`src/rtl/alu_pkg.sv`:
```
// Shared types and constants for the sequential ALU.
//   aluop_t  : 3-bit operation code
//   shmode_t : shift flavour selected by Mode during SHF
//   state_t  : control FSM states
//   MODE_*   : bit positions within Mode when the op is CMP
package alu_pkg;

  typedef enum logic [2:0] {
    OP_MOV  = 3'b000,
    OP_PUT  = 3'b001,
    OP_ADD  = 3'b010,
    OP_SUB  = 3'b011,
    OP_SHF  = 3'b100,
    OP_CMP  = 3'b101,
    OP_FLIP = 3'b110,
    OP_ADC  = 3'b111
  } aluop_t;

  typedef enum logic [1:0] {
    SH_LSL = 2'b00,
    SH_LSR = 2'b01,
    SH_ASR = 2'b10,
    SH_ROR = 2'b11
  } shmode_t;

  typedef enum logic {
    ST_IDLE  = 1'b0,
    ST_SHIFT = 1'b1
  } state_t;

  // CMP: Mode[MODE_IMM] picks Num over DatB, Mode[MODE_SIGNED] picks two's-complement
  localparam int unsigned MODE_IMM    = 0;
  localparam int unsigned MODE_SIGNED = 1;

endpackage : alu_pkg

```
`src/rtl/seq_alu_if.sv`:
```
// Request/result bus of the sequential ALU.
//   master : request side (decode / testbench) drives operands and Out_ready
//   slave  : the ALU, returns In_ready, result, flags and Busy
interface seq_alu_if #(
  parameter int unsigned WIDTH = 8
);

  logic             In_valid;
  logic             In_ready;
  logic [2:0]       Aluop;
  logic [1:0]       Mode;
  logic [WIDTH-1:0] DatA;
  logic [WIDTH-1:0] DatB;
  logic [WIDTH-1:0] Num;
  logic [WIDTH-1:0] Num_to_put;
  logic             Out_valid;
  logic             Out_ready;
  logic [WIDTH-1:0] Rslt;
  logic             Grt;
  logic             Lss;
  logic             Eql;
  logic             Cry;
  logic             Busy;

  modport master (
    output In_valid, Aluop, Mode, DatA, DatB, Num, Num_to_put, Out_ready,
    input  In_ready, Out_valid, Rslt, Grt, Lss, Eql, Cry, Busy
  );

  modport slave (
    input  In_valid, Aluop, Mode, DatA, DatB, Num, Num_to_put, Out_ready,
    output In_ready, Out_valid, Rslt, Grt, Lss, Eql, Cry, Busy
  );

endinterface : seq_alu_if

```
`src/rtl/alu_shift_step.sv`:
```
// Combinational single-position shifter used once per SHIFT cycle.
//   mode    : LSL / LSR / ASR / ROR
//   val_i   : current partially shifted value
//   shift_c : value moved by exactly one bit position
module alu_shift_step
  import alu_pkg::*;
#(
  parameter int unsigned WIDTH = 8
) (
  input  shmode_t          mode,
  input  logic [WIDTH-1:0] val_i,
  output logic [WIDTH-1:0] shift_c
);

  always_comb begin
    shift_c = val_i;
    unique case (mode)
      SH_LSL:  shift_c = {val_i[WIDTH-2:0], 1'b0};
      SH_LSR:  shift_c = {1'b0, val_i[WIDTH-1:1]};
      SH_ASR:  shift_c = {val_i[WIDTH-1], val_i[WIDTH-1:1]};
      SH_ROR:  shift_c = {val_i[0], val_i[WIDTH-1:1]};
      default: shift_c = val_i;
    endcase
  end

endmodule : alu_shift_step

```
`src/rtl/seq_alu.sv`:
```
// Registered ALU with persistent flags and iterative (1 bit/cycle) shifts.
//   Clk     : clock, all state on rising edge
//   Reset_n : synchronous active-low reset
//   bus     : seq_alu_if slave - valid/ready request in, valid/ready result out,
//             registered Rslt/Grt/Lss/Eql/Cry, Busy while shifting
module seq_alu
  import alu_pkg::*;
#(
  parameter int unsigned WIDTH = 8,
  parameter int unsigned SHW   = $clog2(WIDTH)
) (
  input  logic      Clk,
  input  logic      Reset_n,
  seq_alu_if.slave  bus
);

  state_t           state_q, state_d;
  logic [WIDTH-1:0] rslt_q, rslt_d;
  logic             out_valid_q, out_valid_d;
  logic             grt_q, grt_d;
  logic             lss_q, lss_d;
  logic             eql_q, eql_d;
  logic             cry_q, cry_d;
  logic [WIDTH-1:0] sh_val_q, sh_val_d;
  shmode_t          sh_mode_q, sh_mode_d;
  logic [SHW-1:0]   sh_cnt_q, sh_cnt_d;

  aluop_t           op_c;
  shmode_t          mode_c;
  logic             in_ready_c;
  logic             accept_c;
  logic [WIDTH:0]   add_c, sub_c, adc_c;
  logic [WIDTH-1:0] cmp_b_c, cmp_flip_c, cmp_ka_c, cmp_kb_c;
  logic [WIDTH-1:0] sh_n_c;
  logic [WIDTH-1:0] step_c;

  assign op_c       = aluop_t'(bus.Aluop);
  assign mode_c     = shmode_t'(bus.Mode);
  assign in_ready_c = (state_q == ST_IDLE) && (!out_valid_q || bus.Out_ready);
  assign accept_c   = bus.In_valid && in_ready_c;

  // Carry-out arithmetic; SUB carry of 1 means no borrow
  assign add_c = {1'b0, bus.DatA} + {1'b0, bus.DatB};
  assign sub_c = {1'b0, bus.DatA} + {1'b0, ~bus.DatB} + (WIDTH+1)'(1);
  assign adc_c = {1'b0, bus.DatA} + {1'b0, bus.DatB} + (WIDTH+1)'(cry_q);

  // Inverting both MSBs turns a signed compare into an unsigned one
  assign cmp_b_c    = bus.Mode[MODE_IMM] ? bus.Num : bus.DatB;
  assign cmp_flip_c = {bus.Mode[MODE_SIGNED], {(WIDTH-1){1'b0}}};
  assign cmp_ka_c   = bus.DatA ^ cmp_flip_c;
  assign cmp_kb_c   = cmp_b_c ^ cmp_flip_c;

  // Effective shift count: saturate at WIDTH for linear shifts, wrap for rotate
  always_comb begin
    if (mode_c == SH_ROR) begin
      sh_n_c = bus.DatB % WIDTH'(WIDTH);
    end else if (bus.DatB >= WIDTH'(WIDTH)) begin
      sh_n_c = WIDTH'(WIDTH);
    end else begin
      sh_n_c = bus.DatB;
    end
  end

  alu_shift_step #(
    .WIDTH (WIDTH)
  ) u_step (
    .mode    (sh_mode_q),
    .val_i   (sh_val_q),
    .shift_c (step_c)
  );

  // Next-state / datapath: counter holds remaining steps minus one so n=WIDTH fits SHW bits
  always_comb begin
    state_d     = state_q;
    rslt_d      = rslt_q;
    out_valid_d = out_valid_q && !bus.Out_ready;
    grt_d       = grt_q;
    lss_d       = lss_q;
    eql_d       = eql_q;
    cry_d       = cry_q;
    sh_val_d    = sh_val_q;
    sh_mode_d   = sh_mode_q;
    sh_cnt_d    = sh_cnt_q;

    unique case (state_q)
      ST_IDLE: begin
        if (accept_c) begin
          out_valid_d = 1'b1;
          unique case (op_c)
            OP_MOV: rslt_d = bus.DatB;
            OP_PUT: rslt_d = bus.Num_to_put;
            OP_ADD: {cry_d, rslt_d} = add_c;
            OP_SUB: {cry_d, rslt_d} = sub_c;
            OP_ADC: {cry_d, rslt_d} = adc_c;
            OP_FLIP: begin
              rslt_d = ~bus.DatA;
              grt_d  = 1'b0;
              lss_d  = 1'b0;
              eql_d  = 1'b0;
            end
            OP_CMP: begin
              grt_d = cmp_ka_c > cmp_kb_c;
              lss_d = cmp_ka_c < cmp_kb_c;
              eql_d = cmp_ka_c == cmp_kb_c;
            end
            OP_SHF: begin
              if (sh_n_c == '0) begin
                rslt_d = bus.DatA;
              end else begin
                out_valid_d = 1'b0;
                state_d     = ST_SHIFT;
                sh_val_d    = bus.DatA;
                sh_mode_d   = mode_c;
                sh_cnt_d    = SHW'(sh_n_c - WIDTH'(1));
              end
            end
            default: rslt_d = rslt_q;
          endcase
        end
      end
      ST_SHIFT: begin
        sh_val_d = step_c;
        if (sh_cnt_q == '0) begin
          state_d     = ST_IDLE;
          rslt_d      = step_c;
          out_valid_d = 1'b1;
        end else begin
          sh_cnt_d = sh_cnt_q - SHW'(1);
        end
      end
      default: state_d = ST_IDLE;
    endcase
  end

  // State registers with synchronous reset
  always_ff @(posedge Clk) begin
    if (!Reset_n) begin
      state_q     <= ST_IDLE;
      rslt_q      <= '0;
      out_valid_q <= 1'b0;
      grt_q       <= 1'b0;
      lss_q       <= 1'b0;
      eql_q       <= 1'b0;
      cry_q       <= 1'b0;
      sh_val_q    <= '0;
      sh_mode_q   <= SH_LSL;
      sh_cnt_q    <= '0;
    end else begin
      state_q     <= state_d;
      rslt_q      <= rslt_d;
      out_valid_q <= out_valid_d;
      grt_q       <= grt_d;
      lss_q       <= lss_d;
      eql_q       <= eql_d;
      cry_q       <= cry_d;
      sh_val_q    <= sh_val_d;
      sh_mode_q   <= sh_mode_d;
      sh_cnt_q    <= sh_cnt_d;
    end
  end

  assign bus.In_ready  = in_ready_c;
  assign bus.Out_valid = out_valid_q;
  assign bus.Rslt      = rslt_q;
  assign bus.Grt       = grt_q;
  assign bus.Lss       = lss_q;
  assign bus.Eql       = eql_q;
  assign bus.Cry       = cry_q;
  assign bus.Busy      = (state_q == ST_SHIFT);

endmodule : seq_alu

```
`src/flat_wrapper.sv`:
```
// flat-port wrapper written by rule: the top's interface ports become plain ports
module seq_alu_flat import alu_pkg::*;
#(
  parameter int unsigned WIDTH = 8,
  parameter int unsigned SHW   = $clog2(WIDTH)
)
  (Clk, Reset_n, bus_In_valid, bus_Aluop, bus_Mode, bus_DatA, bus_DatB, bus_Num, bus_Num_to_put, bus_Out_ready, bus_In_ready, bus_Out_valid, bus_Rslt, bus_Grt, bus_Lss, bus_Eql, bus_Cry, bus_Busy);
  seq_alu_if #(.WIDTH(WIDTH)) bus_i ();
  input  logic Clk;
  input  logic Reset_n;
  input wire logic [$bits(bus_i.In_valid)-1:0] bus_In_valid;
  input wire logic [$bits(bus_i.Aluop)-1:0] bus_Aluop;
  input wire logic [$bits(bus_i.Mode)-1:0] bus_Mode;
  input wire logic [$bits(bus_i.DatA)-1:0] bus_DatA;
  input wire logic [$bits(bus_i.DatB)-1:0] bus_DatB;
  input wire logic [$bits(bus_i.Num)-1:0] bus_Num;
  input wire logic [$bits(bus_i.Num_to_put)-1:0] bus_Num_to_put;
  input wire logic [$bits(bus_i.Out_ready)-1:0] bus_Out_ready;
  output wire logic [$bits(bus_i.In_ready)-1:0] bus_In_ready;
  output wire logic [$bits(bus_i.Out_valid)-1:0] bus_Out_valid;
  output wire logic [$bits(bus_i.Rslt)-1:0] bus_Rslt;
  output wire logic [$bits(bus_i.Grt)-1:0] bus_Grt;
  output wire logic [$bits(bus_i.Lss)-1:0] bus_Lss;
  output wire logic [$bits(bus_i.Eql)-1:0] bus_Eql;
  output wire logic [$bits(bus_i.Cry)-1:0] bus_Cry;
  output wire logic [$bits(bus_i.Busy)-1:0] bus_Busy;
  assign bus_i.In_valid = bus_In_valid;
  assign bus_i.Aluop = bus_Aluop;
  assign bus_i.Mode = bus_Mode;
  assign bus_i.DatA = bus_DatA;
  assign bus_i.DatB = bus_DatB;
  assign bus_i.Num = bus_Num;
  assign bus_i.Num_to_put = bus_Num_to_put;
  assign bus_i.Out_ready = bus_Out_ready;
  assign bus_In_ready = bus_i.In_ready;
  assign bus_Out_valid = bus_i.Out_valid;
  assign bus_Rslt = bus_i.Rslt;
  assign bus_Grt = bus_i.Grt;
  assign bus_Lss = bus_i.Lss;
  assign bus_Eql = bus_i.Eql;
  assign bus_Cry = bus_i.Cry;
  assign bus_Busy = bus_i.Busy;
  seq_alu #(.WIDTH(WIDTH), .SHW(SHW)) u_core (.Clk(Clk), .Reset_n(Reset_n), .bus(bus_i));
endmodule
```
`config.mk`:
```
export PLATFORM = sky130hd
export DESIGN_NAME = seq_alu_flat
export DESIGN_NICKNAME = d
export VERILOG_FILES = /design/src/rtl/alu_pkg.sv /design/src/rtl/seq_alu_if.sv /design/src/rtl/alu_shift_step.sv /design/src/rtl/seq_alu.sv /design/src/flat_wrapper.sv
export SDC_FILE = /design/constraint.sdc
export NUM_CORES = 1
export LEC_CHECK = 0
export BUFFER_PORTS_ARGS = -buffer_cell sky130_fd_sc_hd__buf_2
export CAP_MARGIN = 20
export CORE_MARGIN = 2
export CORE_UTILIZATION = 45
export DETAILED_ROUTE_END_ITERATION = 10
export HOLD_SLACK_MARGIN = 0.12
export MAX_ROUTING_LAYER = met4
export PLACE_DENSITY = 0.72
export SLEW_MARGIN = 20
export SYNTH_ARGS = -nofsm -noshare
export SYNTH_HDL_FRONTEND = slang
export SYNTH_SLANG_ARGS = --single-unit
```
`constraint.sdc`:
```
create_clock -name Clk -period 2.7 [get_ports Clk]
set_input_delay 0.27 -clock Clk [delete_from_list [all_inputs] [get_ports Clk]]
set_output_delay 0.27 -clock Clk [all_outputs]
set_load 0.01 [all_outputs]
```
Yosys cells after proc, flatten, opt, wreduce, memory -nomap -nowiden
Index checks and enable logic that the tools add are counted.

storage, ports and cells
  register bits after elaboration = 27
  input bits = 41
  output and inout port bits = 15
  word-level logic and storage cells = 94

cells by class
  $add $sub $neg = 6
  order comparisons = 3
  equal/unequal tests = 19
  muxes and demuxes = 32
  bitwise logic cells = 6
  reductions and logical operators = 18

operators with widths
  kind                 count
  $mux 8               9
  $pmux 8 s7           1
  $pmux 8 s2           2
  $pmux 8 s4           1
  $add 8x8->9          2
  $not 8->8            2
  $xor 8x8->8          2
  $eq 3x3->1 const B   4
  $mux 3               4
  $reduce_and 4->1     3
  $pmux 1 s2           5
  $add 9x1->9          1
  $add 9x1->9 const B  1
  $reduce_and 3->1     3
  $eq 8x8->1           1
  $ge 8x4->1 const B   1
  $gt 8x8->1           1
  $logic_not 8->1      1
  $lt 8x8->1           1
  $mux 1               8
  $ne 2x2->1 const B   4
  $ne 8x8->1 const B   1
  $eq 2x2->1 const B   3
  $eq 3x2->1 const B   2
  other kinds (15)     21

Depth between registers and ports, before layout
  depth in word-level cells = 8
  mapped depth = 11
  mapped depth without buffers = 11

By module
A second synthesis with hierarchy kept.

second synthesis, totals
  cell total of the unflattened synthesis = 387
  area total of the unflattened synthesis = 2927.8 um^2

modules (own cells, without submodules)
  module          times used  cells each  area each (um^2)  sequential area each (um^2)
  seq_alu         1           377         2822.7            540.5
  alu_shift_step  1           10          105.1             0.0

Worst setup path before layout
No wires, ideal clock.

  path kind = input to register
  from = input port bus_DatB[0]
  to = register u_core.cry_q, in the netlist u_core.bus.Cry
  library setup time = 0.126 ns
  data arrival time = 2.495 ns
  data required time = 2.574 ns
  slack = 0.079 ns
  stages on the path = 9
  cell sequence = ha_1 fa_1 nor2b_1 o22ai_2 xnor2_1 or4_4 or4_1 nand3_1 a31oi_1

on the way
  word-level cells in the longest chain between the ends = 4

RTL lines
  item                  line                RTL
  start, declared       flat_wrapper.sv:15  input wire logic [$bits(bus_i.DatB)-1:0] bus_DatB;
  $not 8->8             seq_alu.sv:44       assign sub_c = {1'b0, bus.DatA} + {1'b0, ~bus.DatB} + (WIDTH+1)'(1);
  $add 8x8->9           seq_alu.sv:44
  $add 9x1->9           seq_alu.sv:44
  $pmux 1 s3 *          seq_alu.sv:89       unique case (op_c)
  end signal, assigned  seq_alu.sv:155      cry_q <= cry_d;
  end, declared         seq_alu.sv:23       logic cry_q, cry_d;

Mark *: on every way between the ends. The rest lies on a longest branch, timed or not.
A chain may end at the register's enable or synchronous reset.

Worst setup path in the final report
Ends and elaborated chain as after synthesis.

==> metrics <==
worst slew pin tran 0.496 ns; Final TNS setup 0 ns; Worst-path clk slew 0.10 ns; total wire length 9380 um; Hold Buf Count CTS 0; outcome completed; DRC 0; H-tree depth 1; total chip power 1.29 mW; synthesized flop and latch total 27; Core Area 6720 um2; Setup Fix Bufs, Post-CTS 0; Ports 56; CP Capture Type flop; first-pass GRT wire length 15,200 um; TritonCTS clock tree done; largest net degree at the start of global routing 26; Synth area leader dfxtp_1; Reg-to-Reg Start u_core.bus.Busy; Ant. Diodes 0; routability congestion estimate 1.01; PwrDens 351 nW/um2; global route overflow 0; Setup Viol. Count Final 0; fin crit share 89.1%; Detailed Route Iter0 Violations 159; Final Cell Area 3680 um2; crit start category input pin; Reg area 541 um2; Mapped Cells 420; initial cell density of the core 46.1%; die height 87.0 um; placement row count 30; count of input and output buffers 55; Synthesized Nets 490; register area share after synthesis 17.4%; maximum operating frequency 0.416 GHz; utilization after layout 54.8%; Yosys cell types 58; layout cell share with drive strength beyond 1 21.1%; Hold Crit Start Reset_n; top cells by area, synth dfxtp_1 (17%), ha_1 (11%), mux2i_1 (6.5%); Filler cells 640; Final Hold Violating Endpoints 0; syn_area_per_cell 7.38 um2; maximum vdd drop 0.000214 V; critical path data required time 2.88 ns; prevailing post-synth register cell dfxtp_1; Layout Nets 560; FFs w/ async S/R, synth 0%; worst rel slew slack 66.7%; wire per inst 16.5 um; max_cap viols 0; synthesized area 3100 um2; CTS Buf Count 3; placed cell areas 3630 um2; Max FO, Critical Path 2; Area Growth Syn to Fin 18.7%; Setup Skew 0.00829 ns; multi-input logic area 2360 um2; die footprint 7570 um2; Post-synth EDFFs 0; initial antenna violation count 0; min Tclk post-route 2.41 ns; 1st-pass router iterations 5; Critical path origin bus_DatB[0]; routed vias 3,342; Root Driver clkbuf_8; Yosys top cell area share 17.4%; CTS-repair resized insts 0; RSZ-0062 raised after global routing false; Max clock buf depth 2; die width 87.0 um; DP HPWL 7650 um; crit path DAT 2.59 ns; Hold Crit Class in2reg; Clk Latency, worst-skew pair 0.29 ns; synth warn 0; Via density 5.87; critical path class in2reg; vias in the first global route 3,146; GRT Util Overall 26.1%; Final ANT Viol Nets 0; leakage 1.62 nW; Final Slew Violations 0; Clock Sinks 27
[report_power, final]
part | switching, mW | internal, mW | leakage (nW)
combinational | 0.336 | 0.271 | 1.38
sequential | 0.0154 | 0.421 | 0.220
clock | 0.144 | 0.105 | 0.0217
total | 0.496 | 0.798 | 1.62
[worst max-delay path, stage by stage]
cell and delay [ns]:
buf_2 0.11, ha_1 0.22, fa_1 0.39, nor2b_1 0.17, o22ai_2 0.13, xnor2_1 0.10
or4_4 0.54, or4_1 0.48, nand3_1 0.09, a31oi_1 0.08
[layout make-up]
type	instances	area share [%]
Tap cell	80	2.72
Multi-Input combinational cell	343	64.1
Inverter	25	2.55
Clock inverter	1	0.204
Sequential cell	27	14.7
Clock buffer	3	1.12
Timing Repair Buffer	90	14.6
[cell families (layout without fill, tap and decap cells)]
group                    Yosys count  in the layout  share of synthesized area, %
AO/OA/AOI/OAI                    134            134                          28.5
AND/OR/NAND/NOR                  134            134                          21.1
buffers and inverters             50            119                          6.46
adder cells (fa/ha/maj)           29             29                          12.2
flip-flops                        27             27                          17.4
multiplexers                      26             26                          8.64
XOR/XNOR                          20             20                          5.65
[per-layer routing]
layer / vias up / routed length [um] / GRT usage, %
met3: 12 / 549 / 3.41
li1: 1671 / - / -
met2: 107 / 4420 / 43.4
met4: 0 / 195 / 6.68
met1: 1552 / 4210 / 33.5
met5: - / 0 / -
[state kept, by name, summed over array words and instances (netlist names), 2 cells and up]
name              flops
u_core.sh_mode_q      2
u_core.bus.Rslt       8
u_core.sh_val_q       8
u_core.sh_cnt_q       3
[final timing paths]
path | to | slack [ns] | cells after the start
hold / removal | u_core.sh_val_q[0] | 0.32 | 3
hold reg to reg | u_core.bus.Rslt[4] | 0.48 | 2
setup / recovery | u_core.bus.Cry | 0.29 | 10
setup reg to reg | u_core.sh_val_q[5] | 0.56 | 7
[synth_stat cells (9+ instances only)]
cell type  count
nor2b_1        9
a211oi_1      12
o21ai_0       23
clkbuf_1      15
a21oi_1       33
nor2_1        46
nand2_1       29
mux2i_1       20
xnor2_1       16
inv_1         22
nor3_1        12
nand3_1        9
dfxtp_1       27
ha_1          27
[per-stage QoR]
step / instances / worst slack (ns) / hold WS (ns)
CTS: 569 / 0.306 / 0.322
detailed placement: 565 / 0.00703 / 0.465
global route: 569 / 0.154 / 0.328
global placement: 565 / 0.0199 / 0.459
finish: 569 / 0.294 / 0.323
floorplan: 420 / 0.0788 / 0.417
[placed cells by master, fill, tap and decap left out, types with 20 or more instances in the layout]
cell and n:
a21oi_1 33, buf_4 35, ha_1 27, dfxtp_1 27
mux2i_1 20, inv_1 22, buf_2 55, nor2_1 46
nand2_1 29, o21ai_0 23
No activity file was read; power rests on OpenSTA's default activity.
